[src/rtl/water_dispenser_pkg.sv]
// rtl/water_dispenser_pkg.sv - shared types and defaults for the water dispenser
package water_dispenser_pkg;

  localparam int unsigned DEF_AMOUNT_WIDTH   = 8;
  localparam int unsigned DEF_TICKS_PER_UNIT = 5;
  localparam int unsigned DEF_SETTLE_CYCLES  = 2;

  typedef enum logic [2:0] {
    ST_IDLE   = 3'd0,
    ST_SETTLE = 3'd1,
    ST_FLOW   = 3'd2,
    ST_PAUSE  = 3'd3,
    ST_FINISH = 3'd4
  } state_e;

endpackage

[src/rtl/dispense_sequencer_if.sv]
// rtl/dispense_sequencer_if.sv - job request and valve/status signals of the dispense sequencer
interface dispense_sequencer_if
  import water_dispenser_pkg::*;
#(
  parameter int unsigned AMOUNT_WIDTH = DEF_AMOUNT_WIDTH
) ();

  logic                    start;
  logic [AMOUNT_WIDTH-1:0] amount;
  logic                    cancel;
  logic                    cup_present;
  logic                    valve_open;
  logic                    busy;
  logic [AMOUNT_WIDTH-1:0] remaining;
  logic [AMOUNT_WIDTH-1:0] dispensed;
  logic                    done;
  logic                    aborted;

  modport master (
    output start, amount, cancel, cup_present,
    input  valve_open, busy, remaining, dispensed, done, aborted
  );

  modport slave (
    input  start, amount, cancel, cup_present,
    output valve_open, busy, remaining, dispensed, done, aborted
  );

endinterface

[src/rtl/dispense_timer.sv]
// rtl/dispense_timer.sv - modulo counter with clear, enable and hold; flags the last count
module dispense_timer #(
  parameter int unsigned MODULO = 2
) (
  input  logic clock,
  input  logic reset,
  input  logic clear,
  input  logic enable,
  output logic tc
);

  localparam int unsigned W = (MODULO > 1) ? $clog2(MODULO) : 1;
  localparam logic [W-1:0] LAST = W'(MODULO - 1);

  logic [W-1:0] count_q, count_d;

  // clear wins over enable; with neither, the count is held
  always_comb begin
    count_d = count_q;
    if (clear) begin
      count_d = '0;
    end else if (enable) begin
      count_d = (count_q == LAST) ? '0 : count_q + W'(1);
    end
  end

  always_ff @(posedge clock) begin
    if (reset) begin
      count_q <= '0;
    end else begin
      count_q <= count_d;
    end
  end

  assign tc = (count_q == LAST);

endmodule

[src/rtl/dispense_sequencer.sv]
// rtl/dispense_sequencer.sv - runs one dispensing job: settle, metered flow, cup pause, done/abort
module dispense_sequencer
  import water_dispenser_pkg::*;
#(
  parameter int unsigned AMOUNT_WIDTH   = DEF_AMOUNT_WIDTH,
  parameter int unsigned TICKS_PER_UNIT = DEF_TICKS_PER_UNIT,
  parameter int unsigned SETTLE_CYCLES  = DEF_SETTLE_CYCLES
) (
  input  logic                 clock,
  input  logic                 reset,
  dispense_sequencer_if.slave  bus
);

  localparam logic [AMOUNT_WIDTH-1:0] ONE = AMOUNT_WIDTH'(1);

  state_e                  state_q, state_d;
  logic [AMOUNT_WIDTH-1:0] remaining_q, remaining_d;
  logic [AMOUNT_WIDTH-1:0] dispensed_q, dispensed_d;
  logic                    done_q, done_d;
  logic                    aborted_q, aborted_d;
  logic                    tick_clr, tick_en, tick_tc;
  logic                    settle_tc;

  // Settle count restarts on every entry into SETTLE because it is held clear elsewhere
  dispense_timer #(.MODULO(SETTLE_CYCLES)) u_settle (
    .clock  (clock),
    .reset  (reset),
    .clear  (state_q != ST_SETTLE),
    .enable (state_q == ST_SETTLE),
    .tc     (settle_tc)
  );

  dispense_timer #(.MODULO(TICKS_PER_UNIT)) u_tick (
    .clock  (clock),
    .reset  (reset),
    .clear  (tick_clr),
    .enable (tick_en),
    .tc     (tick_tc)
  );

  always_comb begin
    state_d     = state_q;
    remaining_d = remaining_q;
    dispensed_d = dispensed_q;
    done_d      = 1'b0;
    aborted_d   = 1'b0;
    tick_clr    = 1'b0;
    tick_en     = 1'b0;
    unique case (state_q)
      ST_IDLE: begin
        if (bus.start && (bus.amount != '0)) begin
          remaining_d = bus.amount;
          dispensed_d = '0;
          tick_clr    = 1'b1;
          state_d     = bus.cup_present ? ST_SETTLE : ST_PAUSE;
        end
      end
      ST_SETTLE: begin
        if (bus.cancel) begin
          state_d   = ST_FINISH;
          aborted_d = 1'b1;
        end else if (!bus.cup_present) begin
          state_d = ST_PAUSE;
        end else if (settle_tc) begin
          state_d = ST_FLOW;
        end
      end
      ST_FLOW: begin
        if (bus.cancel) begin
          state_d   = ST_FINISH;
          aborted_d = 1'b1;
        end else begin
          tick_en = 1'b1;
          // A unit finishing on the cup-removal cycle is still counted
          if (tick_tc) begin
            remaining_d = remaining_q - ONE;
            dispensed_d = dispensed_q + ONE;
          end
          if (tick_tc && (remaining_q == ONE)) begin
            state_d = ST_FINISH;
            done_d  = 1'b1;
          end else if (!bus.cup_present) begin
            state_d = ST_PAUSE;
          end
        end
      end
      ST_PAUSE: begin
        if (bus.cancel) begin
          state_d   = ST_FINISH;
          aborted_d = 1'b1;
        end else if (bus.cup_present) begin
          state_d = ST_SETTLE;
        end
      end
      ST_FINISH: state_d = ST_IDLE;
      default:   state_d = ST_IDLE;
    endcase
  end

  always_ff @(posedge clock) begin
    if (reset) begin
      state_q     <= ST_IDLE;
      remaining_q <= '0;
      dispensed_q <= '0;
      done_q      <= 1'b0;
      aborted_q   <= 1'b0;
    end else begin
      state_q     <= state_d;
      remaining_q <= remaining_d;
      dispensed_q <= dispensed_d;
      done_q      <= done_d;
      aborted_q   <= aborted_d;
    end
  end

  assign bus.valve_open = (state_q == ST_SETTLE) || (state_q == ST_FLOW);
  assign bus.busy       = (state_q != ST_IDLE);
  assign bus.remaining  = remaining_q;
  assign bus.dispensed  = dispensed_q;
  assign bus.done       = done_q;
  assign bus.aborted    = aborted_q;

endmodule
[src/flat_wrapper.sv]
// flat-port wrapper written by rule: the top's interface ports become plain ports
module dispense_sequencer_flat import water_dispenser_pkg::*;
#(
  parameter int unsigned AMOUNT_WIDTH   = DEF_AMOUNT_WIDTH,
  parameter int unsigned TICKS_PER_UNIT = DEF_TICKS_PER_UNIT,
  parameter int unsigned SETTLE_CYCLES  = DEF_SETTLE_CYCLES
)
  (clock, reset, bus_start, bus_amount, bus_cancel, bus_cup_present, bus_valve_open, bus_busy, bus_remaining, bus_dispensed, bus_done, bus_aborted);
  dispense_sequencer_if #(.AMOUNT_WIDTH(AMOUNT_WIDTH)) bus_i ();
  input  logic clock;
  input  logic reset;
  input wire logic [$bits(bus_i.start)-1:0] bus_start;
  input wire logic [$bits(bus_i.amount)-1:0] bus_amount;
  input wire logic [$bits(bus_i.cancel)-1:0] bus_cancel;
  input wire logic [$bits(bus_i.cup_present)-1:0] bus_cup_present;
  output wire logic [$bits(bus_i.valve_open)-1:0] bus_valve_open;
  output wire logic [$bits(bus_i.busy)-1:0] bus_busy;
  output wire logic [$bits(bus_i.remaining)-1:0] bus_remaining;
  output wire logic [$bits(bus_i.dispensed)-1:0] bus_dispensed;
  output wire logic [$bits(bus_i.done)-1:0] bus_done;
  output wire logic [$bits(bus_i.aborted)-1:0] bus_aborted;
  assign bus_i.start = bus_start;
  assign bus_i.amount = bus_amount;
  assign bus_i.cancel = bus_cancel;
  assign bus_i.cup_present = bus_cup_present;
  assign bus_valve_open = bus_i.valve_open;
  assign bus_busy = bus_i.busy;
  assign bus_remaining = bus_i.remaining;
  assign bus_dispensed = bus_i.dispensed;
  assign bus_done = bus_i.done;
  assign bus_aborted = bus_i.aborted;
  dispense_sequencer #(.AMOUNT_WIDTH(AMOUNT_WIDTH), .TICKS_PER_UNIT(TICKS_PER_UNIT), .SETTLE_CYCLES(SETTLE_CYCLES)) u_core (.clock(clock), .reset(reset), .bus(bus_i));
endmodule
[config.mk]
export PLATFORM = sky130hd
export DESIGN_NAME = dispense_sequencer_flat
export DESIGN_NICKNAME = d
export VERILOG_FILES = /design/src/rtl/water_dispenser_pkg.sv /design/src/rtl/dispense_sequencer_if.sv /design/src/rtl/dispense_timer.sv /design/src/rtl/dispense_sequencer.sv /design/src/flat_wrapper.sv
export SDC_FILE = /design/constraint.sdc
export NUM_CORES = 1
export LEC_CHECK = 0
export CORE_UTILIZATION = 51
export DETAILED_ROUTE_END_ITERATION = 6
export PLACE_DENSITY = 0.79
export SYNTH_ARGS = -nofsm -noshare
export SYNTH_HDL_FRONTEND = slang
export SYNTH_SLANG_ARGS = --single-unit
[constraint.sdc]
create_clock -name clock -period 2.2 [get_ports clock]
set_input_delay 0.44 -clock clock [delete_from_list [all_inputs] [get_ports clock]]
set_output_delay 0.44 -clock clock [all_outputs]
set_load 0.03 [all_outputs]
==> summary.txt, run 1 <==
Final layout
  • Most frequent cells in the layout: clkdlybuf4s50_1, dfxtp_1, buf_4
  • Commonest non-fill, non-tap cell in the layout: clkdlybuf4s50_1
  • Area Overhead vs Synth: 29.5%
  • Nets: 259
  • Final core occ: 69.5%
  • Post-route cell area: 2120 um2
  • Layout cells sized above 1: 16.7%
  • Final Non-Filler Cells: 284
  • # diodes: 0

GRT
  • First-pass GRT wire length: 7680 um
  • Largest net degree at the start of global routing: 21
  • Vias in the first global route: 1639
  • Overflow after GRT: 0
  • Tot GR Track Use: 29.2%
  • Antenna violations before repair: 0

Timing
  • Worst-margin pin slew: 0.881 ns
  • Slew Limit Fails: 0
  • RSZ-0062 raised after global routing: no
  • Relative slew slack: 40.7%
  • Setup Skew: 0.00458 ns
  • Final Cycle Share: 94.6%
  • Hold_ws: 0.503 ns
  • Final setup fails: 0
  • Min Tclk post-route: 2.08 ns
  • TNS Setup: 0 ns
  • Fmax: 481 MHz
  • Final setup margin: 0.120 ns
  • Final hold vios: 0

Floorplan
  • Total die area: 3440 um2
  • Core footprint: 3050 um2
  • Die width: 58.7 um
  • Die Ht: 58.7 um
  • Row cnt: 20
  • Initial cell density of the core: 53.7%
  • # IOs: 33

Clock network
  • Clock transition at path regs: 0.15 ns
  • H-tree levels: 1
  • CTS tree: built
  • Clk Latency, worst-skew pair: 0.33 ns
  • CTS Buffer Depth: 2
  • CTS Root Cell: clkbuf_4
  • TritonCTS buffer count: 3
  • CTS Hold Bufs: 0
  • Clock sink count: 25

Power and ir drop
  • NetSw: 0.960 mW
  • Pint: 1.12 mW
  • Combinational Power Share: 57.4%
  • Overall power: 2.08 mW
  • PD cells: 980 nW/um2
  • Sw Share: 46.2%
  • Clock power share: 10.6%
  • Seq pwr share: 32.0%
  • Leak Pwr: 0.817 nW
  • Maximum vdd drop: 0.782 mV

Worst setup path
  • Setup crit end kind: output pin
  • CP max FO: 12
  • Worst path max stage delay: 0.67 ns
  • Startpoint Class: flip-flop
  • Arrival @ worst endpoint: 1.64 ns
  • Top cell family by delay on the critical path: buffers and inverters
  • CP Class: reg2out
  • Slowest-stage cell, CP: clkdlybuf4s50_1
  • Crit path cell chain: xnor2_1 -> nor2_1 -> clkdlybuf4s50_1
  • Worst endpoint required time: 1.76 ns
  • Worst Path Buf+Inv: 1

Synthesis
  • Syn avg cell area: 8.36 um2
  • EDFF count, synth: 0
  • Ys async rst share: 0%
  • Top FF cell, synth: dfxtp_1
  • Syn_nets: 214
  • Synth Warn #: 0
  • Post-Syn Area: 1640 um2
  • Cell variety after synth: 53
  • Register area share after synthesis: 30.5%
  • Cell count after synthesis: 196
  • Seq cells post-synth: 25

Run
  • Max Cap Viol: 0

Route
  • Drt total wl: 4760 um
  • Post-route ant nets: 0
  • Iteration-0 DRC Markers: 167
  • Residual DRC: 0
  • Pre-antenna DRT Iters: 4
  • Via count: 1725
  • Vias per cell: 6.07
  • Wire per inst: 16.8 um

Placed design
  • PortBufs: 32
  • DPL Wire Length: 3420 um
  • RD Place Congestion: 0.872
  • Placed cell count: 280
  • Dpl cell area: 2090 um2
  • Pre-CTS setup slack: -0.179 ns

Status
  • Status: finished, final reports clean

Worst hold path
  • Hold Path Class: reg2reg
worst paths after layout:
path	endpoint	slack, ns	startpoint	depth (start not counted)
hold reg to reg	u_core.bus.remaining[6]	0.50	u_core.bus.remaining[6]	2
hold / removal	u_core.bus.remaining[6]	0.50	u_core.bus.remaining[6]	2
setup / recovery	bus_valve_open	0.12	u_core.state_q[1]	3
setup reg to reg	u_core.bus.dispensed[7]	0.19	u_core.state_q[2]	3
metal layers:
layer | global-route usage (%) | up-vias | routed length, um
met3 | 3.30 | 4 | 324
met1 | 40.1 | 813 | 2040
met5 | 0 | - | 0
li1 | - | 825 | -
met4 | 13.3 | 0 | 54
met2 | 46.1 | 83 | 2340
cell type report:
cell class,instances,area [um2]
Clock buffer,3,22.5
Clock inverter,1,7.51
Fill cell,261,931
Inverter,8,30.0
Multi-Input combinational cell,149,1020
Sequential cell,25,503
Tap cell,44,55.1
Timing Repair Buffer,54,484
power groups by stage:
| stage | Sequential [mW] | Combinational, mW | Clock, mW |
|---|---|---|---|
| floorplan | 0.717 | 0.713 | 0 |
| finish | 0.664 | 1.19 | 0.221 |
| global placement | 0.660 | 1.15 | 0 |
| global route | 0.680 | 1.27 | 0.245 |
| detailed placement | 0.666 | 1.17 | 0 |
| CTS | 0.656 | 1.17 | 0.228 |
state kept, by name, indices dropped and copies added (netlist names):
| signal | count |
|---|---|
| u_core.bus.dispensed | 8 |
| u_core.bus.remaining | 8 |
| u_core.state_q | 3 |
| u_core.u_tick.count_q | 3 |
| u_core.bus.aborted | 1 |
| u_core.bus.done | 1 |
| u_core.u_settle.tc | 1 |
synthesized netlist by cell type, drive strengths merged, types with 2 or more instances:
| cell type | count | area, um2 |
|---|---|---|
| nand4 | 4 | 25.0 |
| and2 | 4 | 25.0 |
| nand3 | 5 | 25.0 |
| nor2 | 16 | 67.6 |
| and4b | 2 | 20.0 |
| buf | 9 | 70.1 |
| clkbuf | 5 | 18.8 |
| nor4 | 4 | 25.0 |
| and3 | 7 | 43.8 |
| or4b | 2 | 20.0 |
| nand2 | 16 | 60.1 |
| a32oi | 2 | 17.5 |
| a22oi | 2 | 15.0 |
| a31oi | 4 | 25.0 |
| inv | 8 | 30.0 |
| a2111oi | 2 | 36.3 |
| ha | 5 | 62.6 |
| nor3 | 14 | 70.1 |
| a21oi | 11 | 58.8 |
| o21ai | 4 | 23.8 |
| a211oi | 7 | 52.6 |
| dfxtp | 25 | 500 |
| nand3b | 2 | 15.0 |
| nor2b | 3 | 18.8 |
| nor3b | 2 | 15.0 |
| mux2i | 2 | 20.0 |
| o211ai | 2 | 15.0 |
| mux2 | 6 | 67.6 |
| o32ai | 5 | 43.8 |
worst register-to-register path: stages, from the launching register on:
cell,delay (ns)
dfxtp_1,0.43
or4b_1,0.72
a2111oi_4,0.42
mux2_1,0.35
kinds of logic after synthesis:
kind of cell,Yosys count,synth area share (%)
AOI/OAI and AO/OA,49,23.4
xor gates and xnor gates,2,1.07
adders and majority gates,5,3.82
buffers and inverters,22,7.25
DFF,25,30.5
muxes,8,5.34
and+or+nand+nor,85,28.6
what timing repair did:
item                       4_1_cts  5_1_grt
gates cloned                     0        0
setup buffers                    0        0
gates resized for setup          1        2
setup endpoints to repair        1        1
Note: power is estimated with default switching activity, not from simulation.
==> run 2, diff against run 1 <==
- HOLD_SLACK_MARGIN: default -> 0.1
==> results of run 2 <==
Same layout as run 1: the final DEF is identical, and so are final timing and power.
==> run 3, diff against run 2 <==
- CORE_MARGIN: default -> 2
==> run 3 against run 2 <==
  * Critical path depth is the same
  * Via count shrank 0.81%
  * Core utilization shrank 0.90 points
  * Design area shrank 1.3%
  * Critical endpoint unchanged
==> summary.txt, run 3 (same netlist as run 1, synthesis figures left out) <==
Status
  • Status: finished, final reports clean (unchanged)

Route
  • Via count: 1711 (was 1725)
  • Post-route ant nets: 0 (unchanged)
  • Pre-antenna DRT Iters: 4 (unchanged)
  • Wire per inst: 17.0 um (was 16.8 um)
  • Drt total wl: 4780 um (was 4760 um)
  • Iteration-0 DRC Markers: 177 (was 167)
  • Vias per cell: 6.09 (was 6.07)
  • Residual DRC: 0 (unchanged)

GRT
  • Largest net degree at the start of global routing: 15 (was 21)
  • Vias in the first global route: 1696 (was 1639)
  • Overflow after GRT: 0 (unchanged)
  • First-pass GRT wire length: 7650 um (was 7680 um)
  • Antenna violations before repair: 0 (unchanged)
  • Tot GR Track Use: 27.3% (was 29.2%)

Timing
  • Final Cycle Share: 94.6% (about the same)
  • Hold_ws: 0.487 ns (was 0.503 ns)
  • Final setup fails: 0 (unchanged)
  • Final setup margin: 0.118 ns (was 0.120 ns)
  • RSZ-0062 raised after global routing: no (unchanged)
  • Worst-margin pin slew: 0.893 ns (was 0.881 ns)
  • Fmax: 480 MHz (was 481 MHz)
  • Setup Skew: 0.00368 ns (was 0.00458 ns)
  • Relative slew slack: 39.9% (was 40.7%)
  • Slew Limit Fails: 0 (unchanged)
  • Min Tclk post-route: 2.08 ns (about the same)
  • Final hold vios: 0 (unchanged)

Worst hold path
  • Hold Path Class: reg2reg (unchanged)

Final layout
  • Layout cells sized above 1: 14.8% (was 16.7%)
  • Nets: 256 (was 259)
  • # fillers: 270 (was 261)
  • Area Overhead vs Synth: 27.8% (was 29.5%)
  • Most frequent cells in the layout: clkdlybuf4s50_1, dfxtp_1, buf_4 (unchanged)
  • Area of the multi-input gates: 1020 um2 (unchanged)
  • # diodes: 0 (unchanged)
  • Commonest non-fill, non-tap cell in the layout: clkdlybuf4s50_1 (unchanged)
  • Final core occ: 68.6% (was 69.5%)
  • Final Non-Filler Cells: 281 (was 284)
  • Sequential cell area: 502 um2 (was 503 um2)

Clock network
  • Clock sink count: 25 (unchanged)
  • CTS tree: built (unchanged)
  • Clk Latency, worst-skew pair: 0.31 ns (was 0.33 ns)
  • CTS Root Cell: clkbuf_4 (unchanged)
  • CTS Hold Bufs: 0 (unchanged)
  • TritonCTS buffer count: 3 (unchanged)
  • H-tree levels: 1 (unchanged)
  • Post-CTS setup buffer count: 0 (unchanged)
  • Post-cts sizing count: 2 (was 1)
  • Clock transition at path regs: 0.14 ns (was 0.15 ns)
  • CTS Buffer Depth: 2 (unchanged)

Worst setup path
  • Arrival @ worst endpoint: 1.64 ns (about the same)
  • CP max FO: 12 (unchanged)
  • Startpoint Class: flip-flop (unchanged)
  • Setup crit end kind: output pin (unchanged)
  • Worst endpoint required time: 1.76 ns (about the same)
  • CP Class: reg2out (unchanged)

Power and ir drop
  • Combinational Power Share: 58.0% (was 57.4%)
  • Maximum vdd drop: 0.703 mV (was 0.782 mV)
  • Clock power share: 10.1% (was 10.6%)
  • Seq pwr share: 31.9% (was 32.0%)
  • Pint: 1.12 mW (about the same)
  • Sw Share: 46.1% (was 46.2%)
  • NetSw: 0.955 mW (was 0.960 mW)
  • PD cells: 988 nW/um2 (was 980 nW/um2)
  • Leak Pwr: 0.802 nW (was 0.817 nW)

Run
  • Max Cap Viol: 0 (unchanged)

Placed design
  • Pre-CTS setup slack: -0.166 ns (was -0.179 ns)
  • PortBufs: 32 (unchanged)
  • RD Place Congestion: 0.970 (was 0.872)
  • Placed cell count: 277 (was 280)
  • DPL Wire Length: 3620 um (was 3420 um)

Floorplan
  • # IOs: 33 (unchanged)
  • Core footprint: 3050 um2 (unchanged)
  • Die width: 60.7 um (was 58.7 um)
  • Total die area: 3680 um2 (was 3440 um2)
  • Die Ht: 60.7 um (was 58.7 um)
  • Initial cell density of the core: 53.7% (unchanged)
  • Row cnt: 20 (unchanged)
[run 3: cell count changes in the layout (fill, tap and decap cells not counted)]
cell	change
buf_4	-3
clkbuf_1	+1
clkinvlp_4	-1
dfxtp_1	+1
dfxtp_2	-1
[run 3: power by group through the flow]
stage	registers (mW)	clock network, mW	logic, mW
6_report	0.660	0.210	1.20
5_1_grt	0.669	0.223	1.28
4_1_cts	0.653	0.209	1.19
3_5_place_dp	0.662	0	1.19
3_3_place_gp	0.651	0	1.14
2_1_floorplan	0.717	0	0.713
[run 3: through the flow]
step / area (um2) / setup TNS, ns / power [mW]
final: 2090 / 0 / 2.07
after global routing: 2090 / 0 / 2.17
after CTS: 2090 / 0 / 2.05
after detailed placement: 2070 / -1.01 / 1.85
after global placement: 2070 / -0.788 / 1.80
after floorplan: 1640 / 0 / 1.43
[run 3: final timing paths]
check	to	from	depth (start not counted)	slack, ns
min	u_core.u_tick.count_q[1]	u_core.u_tick.count_q[1]	2	0.49
max reg2reg	u_core.bus.dispensed[7]	u_core.state_q[2]	3	0.19
min reg2reg	u_core.u_tick.count_q[1]	u_core.u_tick.count_q[1]	2	0.49
max	bus_valve_open	u_core.state_q[1]	3	0.12
[run 3: layout make-up]
| cell class | instances | share of cell area (%) |
|---|---|---|
| clock buffers | 4 | 1.25 |
| inverters | 8 | 1.43 |
| multi-input cells | 149 | 48.7 |
| flip-flops and latches | 25 | 24.0 |
| well taps | 44 | 2.63 |
| repair buffers | 51 | 22.0 |
[run 3: worst max-delay path: stages (launching register included)]
cell and delay (ns):
dfxtp_2 0.47, xnor2_1 0.10, nor2_1 0.08, clkdlybuf4s50_1 0.67
[run 3: per-layer routing]
layer / GRT usage (%) / vias up / routed length (um)
met5: 0 / - / 0
met4: 11.5 / 0 / 68
met3: 2.56 / 8 / 350
met2: 46.7 / 95 / 2380
met1: 35.2 / 790 / 1980
li1: - / 818 / -
